[config.mk]
export PLATFORM = sky130hd
export DESIGN_NAME = mem_stage
export DESIGN_NICKNAME = d
export VERILOG_FILES = /design/src/rtl/mem_stage.sv
export SDC_FILE = /design/constraint.sdc
export NUM_CORES = 1
export LEC_CHECK = 0
export ABC_AREA = 1
export BUFFER_PORTS_ARGS = -buffer_cell sky130_fd_sc_hd__clkbuf_2
export CORE_ASPECT_RATIO = 0.7
export CORE_MARGIN = 8
export CORE_UTILIZATION = 30
export DETAILED_ROUTE_END_ITERATION = 10
export PLACE_DENSITY_LB_ADDON = 0.08
export SYNTH_ARGS = -nofsm -noshare
export SYNTH_HDL_FRONTEND = slang
export SYNTH_SLANG_ARGS = --single-unit
[constraint.sdc]
create_clock -name clk -period 1.8 [get_ports clk]
set_input_delay 0.36 -clock clk [delete_from_list [all_inputs] [get_ports clk]]
set_output_delay 0.36 -clock clk [all_outputs]
set_load 0.02 [all_outputs]
[src/rtl/mem_stage.sv]
// Memory-access stage: holds the execute payload until its data-SRAM response
// arrives, aligns/extends load data and hands off to write-back.
module mem_stage (
  input  logic         clk,
  input  logic         reset,
  input  logic [75:0]  EX_to_MEM_BUS,
  input  logic         EX_to_MEM_valid,
  output logic         MEM_allowin,
  input  logic         data_sram_data_ok,
  input  logic [31:0]  data_sram_rdata,
  output logic [106:0] MEM_to_WB_BUS,
  output logic         MEM_to_WB_valid,
  input  logic         WB_allowin,
  output logic [37:0]  MEM_RF_BUS,
  output logic         MEM_wait_data
);

  logic        mem_valid_q, mem_valid_d;
  logic [75:0] payload_q, payload_d;
  logic        data_got_q, data_got_d;
  logic [31:0] data_buf_q, data_buf_d;

  logic [31:0] pc;
  logic        gr_we;
  logic [4:0]  dest;
  logic [31:0] alu_result;
  logic [3:0]  load_op;
  logic        rfrom_mem;
  logic        mem_req;

  assign {pc, gr_we, dest, alu_result, load_op, rfrom_mem, mem_req} = payload_q;

  logic ready_go;
  logic leave;
  logic capture;

  assign ready_go        = !mem_req || data_got_q || data_sram_data_ok;
  assign MEM_allowin     = !mem_valid_q || (ready_go && WB_allowin);
  assign MEM_to_WB_valid = mem_valid_q && ready_go;
  assign MEM_wait_data   = mem_valid_q && mem_req && !data_got_q && !data_sram_data_ok;
  assign leave           = MEM_to_WB_valid && WB_allowin;
  // Only park the response when write-back stalls; otherwise it flows straight through.
  assign capture         = mem_valid_q && mem_req && data_sram_data_ok && !data_got_q && !WB_allowin;

  always_comb begin
    mem_valid_d = mem_valid_q;
    payload_d   = payload_q;
    data_got_d  = data_got_q;
    data_buf_d  = data_buf_q;
    if (MEM_allowin) mem_valid_d = EX_to_MEM_valid;
    if (MEM_allowin && EX_to_MEM_valid) payload_d = EX_to_MEM_BUS;
    if (leave) begin
      data_got_d = 1'b0;
    end else if (capture) begin
      data_got_d = 1'b1;
      data_buf_d = data_sram_rdata;
    end
  end

  always_ff @(posedge clk) begin
    if (reset) begin
      mem_valid_q <= 1'b0;
      payload_q   <= '0;
      data_got_q  <= 1'b0;
      data_buf_q  <= '0;
    end else begin
      mem_valid_q <= mem_valid_d;
      payload_q   <= payload_d;
      data_got_q  <= data_got_d;
      data_buf_q  <= data_buf_d;
    end
  end

  logic [31:0] raw;
  logic [1:0]  off;
  logic [7:0]  byte_sel;
  logic [15:0] half_sel;
  logic [31:0] mem_result;
  logic [31:0] final_result;

  assign raw      = data_got_q ? data_buf_q : data_sram_rdata;
  assign off      = alu_result[1:0];
  assign half_sel = alu_result[1] ? raw[31:16] : raw[15:0];

  always_comb begin
    byte_sel = raw[7:0];
    case (off)
      2'd1:    byte_sel = raw[15:8];
      2'd2:    byte_sel = raw[23:16];
      2'd3:    byte_sel = raw[31:24];
      default: byte_sel = raw[7:0];
    endcase
  end

  // load_op[3] selects zero-extension; clear means sign-extension.
  always_comb begin
    mem_result = raw;
    if (load_op[2])
      mem_result = raw;
    else if (load_op[1])
      mem_result = {{16{!load_op[3] && half_sel[15]}}, half_sel};
    else if (load_op[0])
      mem_result = {{24{!load_op[3] && byte_sel[7]}}, byte_sel};
  end

  assign final_result  = rfrom_mem ? mem_result : alu_result;
  assign MEM_to_WB_BUS = {pc, gr_we, dest, mem_result, alu_result, load_op, rfrom_mem};
  assign MEM_RF_BUS    = {(gr_we && mem_valid_q) ? dest : 5'd0, rfrom_mem, final_result};

endmodule

==> flow_summary.yaml, run 1 <==
floorplan:
  die_y_um: 140
  ios: 261
  coreArea_sq_mm: 0.0217
  row_count: 45
  die_area_sq_mm: 0.0272
  dieWidth_um: 194
  start_util: 0.306
logic_synthesis:
  synth_enable_flop_cells: 0
  ys_seq_area_frac: 0.332
  synth_top_area_share: 0.332
  synthCells: 1028
  synth_nets: 1141
  syn_area_per_cell_sq_um: 6.44
  async_reset_ff_frac: 0
  syn_area_sq_mm: 0.00663
  synth.distinct_cells: 30
  synth_warnings: 0
  synth_ff_type: "dfxtp_1"
  synthTopCellsByArea: "dfxtp_1, nand2_1, buf_4, a21oi_1, nand3_1"
  yosys.area.top_type: "dfxtp_1"
  synth-seq-cells: 110
timing:
  tns_ns: -47.09
  setup_violations: 143
  finalWorstSetupSlack_ns: -0.613
  rsz0062_at_grt: "yes"
  fmax_mhz: 414
  slew-limit-headroom: 0.603
  tightestPinTransition_ns: 0.595
  hold-worst-slack_ns: 0.190
  finalHoldViolations: 0
  period_needed_ns: 2.41
  fin_crit_sh: 1.34
  clock_skew_ns: 0.0121
  finalMaxSlewViolations: 0
clock_network:
  clock-sinks: 110
  cts_tree: "yes"
  cts_made_buffers: 9
  clockBufferDepth: 2
  clk_latency_ns: 0.36
  ctsHtreeMaxLevel: 3
  clk_pin_slew_ns: 0.09
  root_buffer: "clkbuf_16"
job:
  drv_cap: 0
worst_setup_path:
  path_class: "register to output pin"
  cp-end-kind: "output pin"
  cp_max_fo: 8
  startpoint_type: "register"
  required_ns: 1.44
  cp.arrival_ns: 2.05
routing:
  vias: 7342
  viasPerCell: 4.68
  detail_route.wl_per_cell_um: 17.7
  ant_nets: 0
  firstDrtPassIters: 4
  drt_iter0_drc: 355
  drc_errors: 0
  finalWirelength_mm: 27.7
layout:
  stdcell_count: 1569
  antenna_cells: 0
  final_nets: 1395
  layout_common_cells: "nand2_1, clkbuf_2, buf_4"
  drive_gt1_frac: 0.440
  final_util: 0.459
  layout_commonest_cell: "nand2_1"
  stdcell_area_sq_mm: 0.00994
  area_delta_synth_final_pct: 50.1
global_route:
  grt_max_degree: 65
  antenna_found_initial: 0
  grt_pass1_vias: 7333
  grt.total_usage: 0.190
  grt_pass1_wl_mm: 41.6
  grt_remaining_overflow: 0
run_status:
  violations: "setup timing"
  status: "finished with violations"
placed_design:
  routabilityCongestion: 0.787
  dp_worst_setup_slack_ns: -0.291
  dp.cells: 1528
  dpl_cell_area_sq_mm: 0.00833
  dpl.hpwl_mm: 20.4
  place.port_buffers: 260
power_and_ir_drop:
  power_mw: 7.55
  p_per_area_mw_per_mm2: 759
  vdd_drop_max_uv: 477
  p_leak_nw: 4.84
worst_hold_path:
  hold_path.class: "input port to register"
==> cell type report <==
cell class	count	area [sq um]
clock inverters	6	62.6
multi-input cells	713	3780
repair buffers	384	3040
inverters	64	254
clock buffers	10	239
flip-flops and latches	110	2210
fillers	2316	11700
well taps	282	353
==> logic make-up after synthesis <==
group | Yosys count | synth area share
AOI/OAI and AO/OA | 192 | 0.159
DFF | 110 | 0.332
buffers and inverters | 207 | 0.176
and+or+nand+nor | 519 | 0.333
==> power by group <==
part           internal [mW]  total, mW  switching (mW)
sequential              2.56       2.64          0.0871
combinational           1.19       2.81            1.62
clock                   1.02       2.09            1.08
total                   4.77       7.55            2.78
==> what timing repair did <==
item                       in CTS  in global routing
hold endpoints to repair        0                  0
setup endpoints to repair      66                145
pin swaps                      22                 12
gates resized for setup       172                127
setup buffers                  10                  3
cloned                          1                 11
hold buffers                    0                  0
==> worst max-delay path, stage by stage, from the launching register on <==
cell	delay [ns]
dfxtp_4	0.39
buf_6	0.15
nand2_4	0.06
nand3_2	0.07
nand2_2	0.07
nor2_4	0.11
nand3_4	0.14
buf_12	0.18
buf_6	0.11
nand3b_1	0.11
nand3_1	0.08
nand2_1	0.07
clkbuf_8	0.15
==> cells in the mapped netlist, types with 8 or more instances <==
cell type,count
nand3_1,95
inv_1,55
o21ai_2,11
inv_2,8
buf_4,88
nand2_2,15
o21ai_1,13
a21oi_1,107
buf_2,21
dfxtp_1,110
o21ai_0,44
nor2_1,52
clkbuf_1,26
nand2_1,339
==> registers in the layout (all words and copies together), names as in the netlist <==
register	flops
payload_q	76
data_buf_q	32
data_got_q	1
mem_valid_q	1
==> worst paths after layout <==
kind | slack [ns] | cells past startpoint | end | startpoint
worst max-delay path | -0.61 | 12 | MEM_RF_BUS[29] | data_got_q
worst min register to register | 0.46 | 2 | payload_q[62] | payload_q[62]
worst min-delay path | 0.19 | 2 | data_got_q | WB_allowin
worst max register to register | -0.24 | 14 | payload_q[12] | data_got_q
==> layer usage <==
metal  GRT usage  wire (um)  vias to the layer above
met3      0.0558       1910                       20
met4      0.0408        310                        0
met5           0          0                        -
li1            -          -                     3734
met2       0.304      12200                      194
met1       0.249      13300                     3394
Power figures use the tool's default switching activity.
==> run 2: changes to the inputs <==
clock period = 2.6 ns   (was 1.8 ns; I/O delays follow)
==> run 2 against run 1 <==
Against the previous run: the run still ends with setup timing left; routed wire length down 3.3%; worst setup slack better by 0.58 ns; via count shrank 3.9%; final area down 13%; register-to-register slack improved by 0.71 ns; sequential power decreased by 31%; critical path type unchanged; clock skew increased by 0.0091 ns; sequential cell count unchanged; total power decreased by 33%; critical endpoint is now MEM_RF_BUS[15].
==> flow_summary.yaml, run 2 (synthesis results as in run 1) <==
global_route:
  grt.total_usage: 0.190
  grt_pass1_wl_mm: 41.3
  grt_max_degree: 65
  grt_pass1_vias: 7055
  grt_remaining_overflow: 0
  antenna_found_initial: 0
worst_setup_path:
  cp.arrival_ns: 2.11
  cpLargestDelayFamily: "buffers and inverters"
  worst_path_max_delay_cell: "dfxtp_4"
  worstPathCellList: "clkinv_8 > buf_12 > nand2_8 > nand3_4 > nand3_4 > nand3_4 > clkbuf_16 > a21oi_4 > nand2_1 > nand2_1 > clkbuf_4"
  startpoint_type: "register"
  slowest_delay_ns: 0.40
  cp_common_cell: "nand3_4"
  cp_max_fo: 8
  required_ns: 2.08
  cp.buffers_inverters: 4
  path_class: "register to output pin"
  cp-end-kind: "output pin"
clock_network:
  cts_made_buffers: 9
  ctsHtreeMaxLevel: 3
  cts_tree: "yes"
  root_buffer: "clkbuf_16"
  clock-sinks: 110
  clk_latency_ns: 0.37
  clk_pin_slew_ns: 0.09
  clockBufferDepth: 2
layout:
  area_delta_synth_final_pct: 30.7
  largest_register_ffs: 76
  final_util: 0.400
  layout_commonest_cell: "nand2_1"
  drive_gt1_frac: 0.357
  final_nets: 1308
  top_regs: "payload_q (76), data_buf_q (32)"
  stdcell_area_sq_mm: 0.00866
  layout_common_cells: "nand2_1, clkbuf_2, a21oi_1, dfxtp_1, nand3_1"
  antenna_cells: 0
  largest_register: "payload_q"
  fillers: 2397
routing:
  finalWirelength_mm: 26.8
  firstDrtPassIters: 4
  detail_route.wl_per_cell_um: 18.1
  drc_errors: 0
  drt_iter0_drc: 395
  ant_nets: 0
  viasPerCell: 4.76
  vias: 7057
floorplan:
  row_count: 45
  ios: 261
  die_area_sq_mm: 0.0272
  die_y_um: 140
  coreArea_sq_mm: 0.0217
  dieWidth_um: 194
  start_util: 0.306
placed_design:
  dpl_cell_area_sq_mm: 0.00757
  dpl.hpwl_mm: 20.0
  routabilityCongestion: 0.813
  place.port_buffers: 260
job:
  drv_cap: 0
timing:
  fmax_mhz: 380
  rsz0062_at_grt: "yes"
  tns_ns: -0.0407
  finalHoldViolations: 0
  fin_crit_sh: 1.01
  tightestPinTransition_ns: 0.791
  slew-limit-headroom: 0.473
  finalMaxSlewViolations: 0
  finalWorstSetupSlack_ns: -0.0310
  setup_violations: 2
  clock_skew_ns: 0.0212
  period_needed_ns: 2.63
run_status:
  status: "finished with violations"
  violations: "setup timing"
power_and_ir_drop:
  vdd_drop_max_uv: 302
  p_per_area_mw_per_mm2: 581
  p_leak_nw: 4.27
worst_hold_path:
  hold_path.class: "input port to register"
## run 2: cell count changes in the layout (fill, tap and decap cells not counted), moves of 11 or more
cell / change
a21oi_2: -29
a21oi_1: +30
o21ai_1: -12
clkbuf_2: +26
o21ai_0: +11
clkbuf_8: -33
nand2_1: +15
nand2_2: -15
buf_4: -73
## run 2: area by class of cell
type / instances / area, sq um / area share
sequential: 110 / 2210 / 0.256
clock buffer: 9 / 225 / 0.0260
clock inverter: 7 / 105 / 0.0121
multi-input combinational: 713 / 3580 / 0.413
timing repair buffer: 297 / 1930 / 0.222
tap: 282 / 353 / 0.0407
inverter: 64 / 256 / 0.0296
## run 2: timing repair
item                       4_1_cts  5_1_grt
pin swaps                        9       28
setup buffers                    6        6
gates cloned                     1        4
gates resized for setup         46      159
hold buffers                     0        0
setup endpoints to repair       48       51
## run 2: worst register-to-register path, cell delays in order, from the launching register on
cell and delay [ns]:
dfxtp_4 0.38, buf_12 0.14, buf_4 0.13, nor3_2 0.20, nand2_1 0.10, nand2_1 0.13, inv_2 0.18, nand2_4 0.27
buf_12 0.27, nand2_1 0.12, a21oi_1 0.13
## run 2: layer usage
| metal | vias up | part of all wire | GRT usage |
|---|---|---|---|
| li1 | 3560 | - | - |
| met1 | 3272 | 0.47 | 0.248 |
| met2 | 208 | 0.44 | 0.299 |
| met5 | - | 0 | 0 |
| met4 | 0 | 0.0094 | 0.0368 |
| met3 | 17 | 0.080 | 0.0677 |
## run 2: final timing paths
| path | start | endpoint | slack (ns) | cells after the start |
|---|---|---|---|---|
| min reg2reg | payload_q[57] | payload_q[57] | 0.47 | 2 |
| max reg2reg | data_got_q | payload_q[22] | 0.47 | 10 |
| min | WB_allowin | data_got_q | 0.36 | 2 |
| max | data_got_q | MEM_RF_BUS[15] | -0.03 | 11 |
## run 2: metrics by stage
step           setup WS [ns]  instances  hold slack, ns  power [mW]
2_1_floorplan          0.563       1028           0.429        2.84
3_3_place_gp           0.203       1449           0.450        3.31
3_5_place_dp           0.181       1449           0.453        3.31
4_1_cts              -0.0134       1472           0.346        4.96
5_1_grt               -0.108       1482           0.377        5.30
6_report             -0.0310       1482           0.362        5.03
## run 2: power breakdown
part / total, mW / internal, mW / leakage (nW) / switching, mW
Combinational: 1.63 / 0.576 / 3.21 / 1.05
Clock: 1.57 / 0.791 / 0.162 / 0.777
Sequential: 1.83 / 1.77 / 0.904 / 0.0625
